==> src/rtl/alu_exec_unit.sv <==
// alu_exec_unit: registered ALU stage between decode/register read and
// writeback, with an iterative restoring unsigned divider.
//
// Ports:
//   clk, rst_n          clock (rising edge), asynchronous active-low reset
//   in_valid/in_ready   operation handshake from decode
//   a, b, imm, opcode   operands and opcode, sampled only on accept
//   out_valid/out_ready result handshake to writeback
//   result, flags       registered result, flags = {N, Z}
//   div0                result came from DIV with a zero divisor
//   illegal             opcode is not in the supported set
//
// Handshake: a transfer happens on a rising edge where valid && ready are
// both high. The producer holds its payload stable while valid is high and
// ready is low. result/flags/div0/illegal stay stable while out_valid is
// high and out_ready is low. in_ready never depends on in_valid.

module alu_exec_unit #(
  parameter int WIDTH = 32,
  parameter int OPW   = 5
) (
  input  logic             clk,
  input  logic             rst_n,
  input  logic             in_valid,
  output logic             in_ready,
  input  logic [WIDTH-1:0] a,
  input  logic [WIDTH-1:0] b,
  input  logic [WIDTH-1:0] imm,
  input  logic [OPW-1:0]   opcode,
  output logic             out_valid,
  input  logic             out_ready,
  output logic [WIDTH-1:0] result,
  output logic [1:0]       flags,
  output logic             div0,
  output logic             illegal
);

  localparam logic [OPW-1:0] OP_ADD   = OPW'(5'b00010);
  localparam logic [OPW-1:0] OP_ADDI  = OPW'(5'b00011);
  localparam logic [OPW-1:0] OP_SUB   = OPW'(5'b00100);
  localparam logic [OPW-1:0] OP_SUBI  = OPW'(5'b00101);
  localparam logic [OPW-1:0] OP_MUL   = OPW'(5'b00110);
  localparam logic [OPW-1:0] OP_MOVEH = OPW'(5'b00111);
  localparam logic [OPW-1:0] OP_DIV   = OPW'(5'b01000);
  localparam logic [OPW-1:0] OP_AND   = OPW'(5'b01010);
  localparam logic [OPW-1:0] OP_ANDI  = OPW'(5'b01011);
  localparam logic [OPW-1:0] OP_OR    = OPW'(5'b01100);
  localparam logic [OPW-1:0] OP_ORI   = OPW'(5'b01101);
  localparam logic [OPW-1:0] OP_NOT   = OPW'(5'b01110);
  localparam logic [OPW-1:0] OP_XOR   = OPW'(5'b10000);
  localparam logic [OPW-1:0] OP_XORI  = OPW'(5'b10001);
  localparam logic [OPW-1:0] OP_CMP   = OPW'(5'b10010);
  localparam logic [OPW-1:0] OP_ST    = OPW'(5'b11100);
  localparam logic [OPW-1:0] OP_LD    = OPW'(5'b11101);
  localparam logic [OPW-1:0] OP_MOVEL = OPW'(5'b11110);

  localparam logic [WIDTH-1:0] LO_MASK = {{(WIDTH/2){1'b0}}, {(WIDTH/2){1'b1}}};
  localparam logic [WIDTH-1:0] HI_MASK = ~LO_MASK;
  localparam int CW = $clog2(WIDTH);
  localparam logic [CW-1:0] LAST_STEP = CW'(WIDTH - 1);

  typedef enum logic [1:0] {S_IDLE, S_DIV_RUN, S_DONE} state_t;

  state_t           state, state_nxt;
  logic             accept, is_div;
  logic [WIDTH-1:0] op_a, op_b, alu_res;
  logic             legal;

  // divider state: dvd_q shifts the dividend out and the quotient in
  logic [WIDTH-1:0] dvd_q, dvs_q, rem_q;
  logic [CW-1:0]    cnt_q;
  logic [WIDTH:0]   rem_shift, trial;
  logic             q_bit;
  logic [WIDTH-1:0] rem_next, quo_next;

  assign accept = in_valid && in_ready;
  assign is_div = (opcode == OP_DIV);

  // ---------------- FSM: state register ----------------
  always_ff @(posedge clk or negedge rst_n) begin
    if (!rst_n) state <= S_IDLE;
    else        state <= state_nxt;
  end

  // ---------------- FSM: next state ----------------
  always_comb begin
    state_nxt = state;
    case (state)
      S_IDLE:    if (accept) state_nxt = is_div ? S_DIV_RUN : S_DONE;
      S_DIV_RUN: if (cnt_q == LAST_STEP) state_nxt = S_DONE;
      S_DONE: begin
        if (out_ready) begin
          if (accept) state_nxt = is_div ? S_DIV_RUN : S_DONE;
          else        state_nxt = S_IDLE;
        end
      end
      default:   state_nxt = S_IDLE;
    endcase
  end

  // ---------------- FSM: outputs ----------------
  always_comb begin
    in_ready  = (state == S_IDLE) || ((state == S_DONE) && out_ready);
    out_valid = (state == S_DONE);
  end

  // ---------------- operand select and single-cycle ALU ----------------
  always_comb begin
    op_a    = a;
    op_b    = b;
    legal   = 1'b1;
    alu_res = '0;
    case (opcode)
      OP_ST:                                    begin op_a = b;   op_b = imm;     end
      OP_LD, OP_ADDI, OP_SUBI, OP_ANDI, OP_ORI,
      OP_XORI:                                  begin             op_b = imm;     end
      OP_MOVEL:                                 begin op_a = imm; op_b = LO_MASK; end
      OP_MOVEH:                                 begin op_a = imm; op_b = HI_MASK; end
      default: ;
    endcase
    case (opcode)
      OP_ADD, OP_ADDI, OP_LD, OP_ST:            alu_res = op_a + op_b;
      OP_SUB, OP_SUBI, OP_CMP:                  alu_res = op_a - op_b;
      OP_MUL:                                   alu_res = op_a * op_b;
      OP_AND, OP_ANDI, OP_MOVEL, OP_MOVEH:      alu_res = op_a & op_b;
      OP_OR, OP_ORI:                            alu_res = op_a | op_b;
      OP_XOR, OP_XORI:                          alu_res = op_a ^ op_b;
      OP_NOT:                                   alu_res = ~op_a;
      OP_DIV:                                   alu_res = '0; // produced by the divider
      default:                                  legal   = 1'b0;
    endcase
  end

  // ---------------- restoring divide step ----------------
  // A zero divisor never borrows, so every quotient bit comes out 1.
  always_comb begin
    rem_shift = {rem_q, dvd_q[WIDTH-1]};
    trial     = rem_shift - {1'b0, dvs_q};
    q_bit     = ~trial[WIDTH];
    rem_next  = q_bit ? trial[WIDTH-1:0] : rem_shift[WIDTH-1:0];
    quo_next  = {dvd_q[WIDTH-2:0], q_bit};
  end

  // ---------------- datapath registers ----------------
  always_ff @(posedge clk or negedge rst_n) begin
    if (!rst_n) begin
      result  <= '0;
      flags   <= '0;
      div0    <= 1'b0;
      illegal <= 1'b0;
      dvd_q   <= '0;
      dvs_q   <= '0;
      rem_q   <= '0;
      cnt_q   <= '0;
    end else if (accept) begin
      if (is_div) begin
        dvd_q <= a;
        dvs_q <= b;
        rem_q <= '0;
        cnt_q <= '0;
      end else begin
        result  <= alu_res;
        flags   <= {alu_res[WIDTH-1], (alu_res == '0)};
        div0    <= 1'b0;
        illegal <= ~legal;
      end
    end else if (state == S_DIV_RUN) begin
      dvd_q <= quo_next;
      rem_q <= rem_next;
      cnt_q <= cnt_q + CW'(1);
      // the last quotient bit is folded straight into the result register
      if (cnt_q == LAST_STEP) begin
        result  <= quo_next;
        flags   <= {quo_next[WIDTH-1], (quo_next == '0)};
        div0    <= (dvs_q == '0);
        illegal <= 1'b0;
      end
    end
  end

endmodule

==> config.mk <==
export PLATFORM = sky130hd
export DESIGN_NAME = alu_exec_unit
export DESIGN_NICKNAME = d
export VERILOG_FILES = /design/src/rtl/alu_exec_unit.sv
export SDC_FILE = /design/constraint.sdc
export NUM_CORES = 2
export LEC_CHECK = 0
export ABC_CLOCK_PERIOD_IN_PS = 5500
export CAP_MARGIN = 15
export CORE_MARGIN = 3
export CORE_UTILIZATION = 64
export CTS_CLUSTER_SIZE = 40
export DETAILED_ROUTE_END_ITERATION = 8
export PLACE_DENSITY_LB_ADDON = 0.25
export SYNTH_ARGS = -nofsm -noshare
export SYNTH_HDL_FRONTEND = slang
export SYNTH_SLANG_ARGS = --single-unit
==> constraint.sdc <==
create_clock -name clk -period 5.5 [get_ports clk]
set_clock_uncertainty 0.2 [all_clocks]
set_input_delay 1.1 -clock clk [delete_from_list [all_inputs] [get_ports clk]]
set_output_delay 1.1 -clock clk [all_outputs]
set_load 0.1 [all_outputs]
==> reports/results.ini, run 1 <==
[status]
status=stopped before the end
lastStage=global routing
error=[ERROR GRT-0232] Routing congestion too high. Check the congestion heatmap in the GUI.

[logic_synthesis]
synth_fa_ha_area_share_pct=39.28
synth_simple_gate_area_share_pct=16.84
ys_types=96
syn_area_per_cell_sq_um=8.251
ys_top_cells_by_area=fa_1 (28%), dfrtp_1 (12%), ha_1 (11%)
syn_nets=4277
synthCells=3509
synth_top_area_share_pct=28.35
yosysWarnings=0
async_flop_share_pct=100.0
synth_edf_count=0
synth_compound_area_share_pct=16.02
synth_top_flop_cell=dfrtp_1
netlist_area_sq_um=28950
synth-xor-area-share_pct=4.490
synth_seq_cells=138
synth_top_family_by_area=adder cells
synthMuxAreaShare_pct=2.079
ys_seq_area_share_pct=11.93
netlist.top_cell.by_area=fa_1

[die]
io_pins=143
fp.dieW_um=218.7
start_util_pct=65.19
fp.dieH_um=218.7
row_count=77

[timing]
crit_endpoint=flags[0]$_DFFE_PN0P_/D
endpoint_type=register input

[clocking]
cts_buffers=17
root_buffer=clkbuf_16
ctsHoldBuffers=0
htree_num_levels=4
clkSinkCount=138
clock_path_buffers=2

[placed_design]
dp_slack_ns=-4.962
gp_congestion=1.175
port_buffers=142
hpwl_mm=107.9

[grt]
grt_max_degree=101
grt_usage_pct=85.56
overflow=460

==> stage by stage <==
step                hold WS [ns]  instance area, sq um  util, %  setup TNS (ns)  instances
detailed placement        0.2749                 36820    82.89         -118.45       4787
floorplan                 0.2459                 29610        -          -78.58       3509
global placement          0.2629                 36820    82.89         -114.72       4787
CTS                       0.2912                 39180    88.22          -84.43       4890
==> Yosys cell counts (12+ instances only) <==
cell        n
a211oi_1   16
a21o_1     37
a21oi_1   123
a221o_1    19
a221oi_1   25
a22o_1     12
a22oi_1    40
a31oi_1    18
and3_1     19
buf_1      21
buf_2      24
clkbuf_1  131
dfrtp_1   138
fa_1      410
ha_1      253
inv_1     492
inv_2      19
mux2i_1    59
nand2_1   412
nand2b_1   16
nand3_1    58
nand4_1    23
nor2_1    454
nor2b_1    20
nor3_1     26
nor4_1     22
o211ai_1   29
o21a_1     28
o21ai_0   194
o221ai_1   12
o22ai_1    12
xnor2_1   116
xor2_1     17
==> repair_timing <==
| item | CTS |
|---|---|
| resized for setup | 315 |
| cloned | 3 |
| setup buffers | 70 |
| endpoints found under the hold margin | 0 |
| setup endpoints to repair | 32 |
| pin swaps | 157 |
==> metal layers <==
| metal | global-route usage [%] | overflow |
|---|---|---|
| met4 | 84.04 | 123 |
| met2 | 96.58 | 192 |
| met1 | 84.37 | 74 |
| met5 | 59.17 | 12 |
| met3 | 77.27 | 59 |
==> cells by family after synthesis <==
group	after synthesis
AO/OA/AOI/OAI	685
XOR/XNOR	139
adder cells (fa/ha/maj)	663
buffers and inverters	701
flip-flops	138
multiplexers	60
AND/OR/NAND/NOR	1123
==> inputs of run 2 (changes only) <==
--- a/config.mk
+++ b/config.mk
@@ -8,10 +8,9 @@
 export ABC_CLOCK_PERIOD_IN_PS = 5500
 export CAP_MARGIN = 15
 export CORE_MARGIN = 3
-export CORE_UTILIZATION = 64
-export CTS_CLUSTER_SIZE = 40
+export CORE_UTILIZATION = 40
 export DETAILED_ROUTE_END_ITERATION = 8
-export PLACE_DENSITY_LB_ADDON = 0.25
+export PLACE_DENSITY_LB_ADDON = 0.15
 export SYNTH_ARGS = -nofsm -noshare
 export SYNTH_HDL_FRONTEND = slang
 export SYNTH_SLANG_ARGS = --single-unit
==> run 2 against run 1 <==
  * The flow now finishes, with violations (setup timing)
  * Area after synthesis unchanged
  * Synthesized cell count unchanged
==> reports/results.ini, run 2 <==
[cells_and_area]
fillerInstances=6523
regArea_sq_um=3453
fin_nets=5093
reg_top3=dvd_q: 32 flops, dvs_q: 32 flops, rem_q: 32 flops
drive_above_1_share_pct=29.53
final_common_cell=buf_4
final_cell_mix=buf_4 (701), inv_1 (453), nor2_1 (401)
post-route-util_pct=57.33
area_delta_synth_final_pct=41.81
multi_input_area_sq_um=25010

[worst_setup_path]
endpoint_kind=flop
cp-start-kind=input port
required_ns=5.70
max_stage_delay_ns=0.57
cp.arrival_ns=9.59
crit_type=input port to flop
worst-path-max-fanout=6
worst_path_max_delay_cell=fa_1
cpMostUsedCell=fa_1

[die]
core_area_sq_um=71610
start_util_pct=40.43  ; -25 points
row_count=98  ; +27%
fp.dieW_um=275.0  ; +26%
die_area_sq_um=75640
fp.dieH_um=275.0  ; +26%
io_pins=143  ; unchanged

[logic_synthesis]
netlist.top_cell.by_area=fa_1
synth_top_flop_cell=dfrtp_1
synth_edf_count=0  ; unchanged
synth_seq_cells=138  ; unchanged
yosys-top-cells-count=inv_1 (492), nor2_1 (454), nand2_1 (412), fa_1 (410), ha_1 (253)
syn_area_per_cell_sq_um=8.251  ; unchanged
yosysWarnings=0  ; unchanged
netlist_area_sq_um=28950  ; unchanged
ys_types=96  ; unchanged
ys_seq_area_share_pct=11.93  ; unchanged
async_flop_share_pct=100.0  ; unchanged
synth_top_area_share_pct=28.35  ; unchanged
synthCells=3509  ; unchanged
synth_most_common_cell=inv_1
syn_nets=4277  ; unchanged
ys_top_cells_by_area=fa_1 (28%), dfrtp_1 (12%), ha_1 (11%)

[grt]
antenna_found_initial=1
overflow=0
grt_pass1_vias=29920
grt_pass1_wl_mm=195.1
grt_max_degree=101
grt_usage_pct=35.31

[timing]
tightest_slew_ns=1.091
hold_viol=0
rsz0062_at_grt=yes
report.final.slew_viol_count=0
relSlewSlack_pct=27.05
timing.final.ws_setup_ns=-3.886
fmax_ghz=0.1065
setup_viol=29
fin_crit_ns=9.386
min_period_over_period_pct=170.7

[status]
status=finished, violations left
violations=setup timing

[route]
drt_iter0_markers=2781
first_pass_iters=6
drc_errors=0
via_count=29700
wire_per_inst_um=25.26
antenna_left=0
viasPerCell=5.615
routed_wl_mm=133.6

[job]
max_cap_viol_count=0

[clocking]
clkSinkCount=138  ; unchanged
path_clk_slew_ns=0.09
clock_path_buffers=2  ; unchanged
clock_latency_ns=0.45
ctsHoldBuffers=0  ; unchanged
cts_tree=yes
cts_buffers=17  ; unchanged
root_buffer=clkbuf_16
htree_num_levels=4  ; unchanged

[placed_design]
hpwl_mm=109.5  ; +1.5%
port_buffers=142  ; unchanged
gp_congestion=1.028  ; -13%
dp_slack_ns=-5.187  ; -0.2253 ns

[min_path]
hp-class=flop to flop

[run 2: cell counts after synthesis]
No cell type changed its count.
[run 2: cell type report]
| cell class | count | share of cell area [%] |
|---|---|---|
| flip-flops and latches | 138 | 8.411 |
| multi-input cells | 2670 | 60.91 |
| inverters | 515 | 4.964 |
| well taps | 950 | 2.895 |
| clock buffers | 17 | 1.036 |
| repair buffers | 983 | 21.32 |
| diodes | 1 | 0.006095 |
| clock inverters | 15 | 0.4602 |
[run 2: worst paths after layout]
check	start	to	slack, ns	depth (start not counted)
setup / recovery	opcode[3]	flags[0]	-3.89	36
hold / removal	result[8]	result[8]	0.28	2
setup reg to reg	dvd_q[31]	rem_q[15]	1.07	16
hold reg to reg	result[8]	result[8]	0.28	2
max in group asynchronous	rst_n	dvd_q[9]	3.66	2
min in group asynchronous	rst_n	cnt_q[2]	0.44	1
[run 2: layer usage]
metal  wire, um  track usage, %
met5         13               0
met2      61010           56.59
met3      11910           7.282
met1      52470           45.50
met4       8188           17.26
[run 2: stage by stage]
stage	setup TNS [ns]	instance area (sq um)	cells	hold WS, ns
floorplan	-78.58	29610	3509	0.2459
global placement	-118.07	37160	5145	0.2615
detailed placement	-118.50	37160	5145	0.2707
CTS	-83.35	39940	5255	0.2908
global route	-89.68	41050	5288	0.3233
finish	-84.73	41060	5289	0.2849
[run 2: cell families (layout without fill, tap and decap cells)]
logic type,count (synthesis),after routing,synth area share [%]
AND/OR/NAND/NOR,1123,1123,16.84
other,0,1,0
flip-flops,138,138,11.93
XOR/XNOR,139,139,4.490
adder cells (fa/ha/maj),663,663,39.28
multiplexers,60,60,2.079
AO/OA/AOI/OAI,685,685,16.02
buffers and inverters,701,1530,9.361
[run 2: worst max-delay path, delay by kind of cell]
family                   cells  cell delay, ns
buffers and inverters       11            1.08
AO/OA/AOI/OAI                6            1.27
adder cells (fa/ha/maj)      9            4.40
AND/OR/NAND/NOR              9            1.37
multiplexers                 1            0.34
[run 2: repair_timing]
item / in CTS / in global routing
setup endpoints to repair: 32 / 32
gates cloned: 1 / 1
setup buffers: 84 / 47
pin swaps: 176 / 142
gates resized for setup: 371 / 188
Power of run 2 is not shown: default switching activity piles up to over one toggle a cycle in this logic, so the estimate is an artifact.
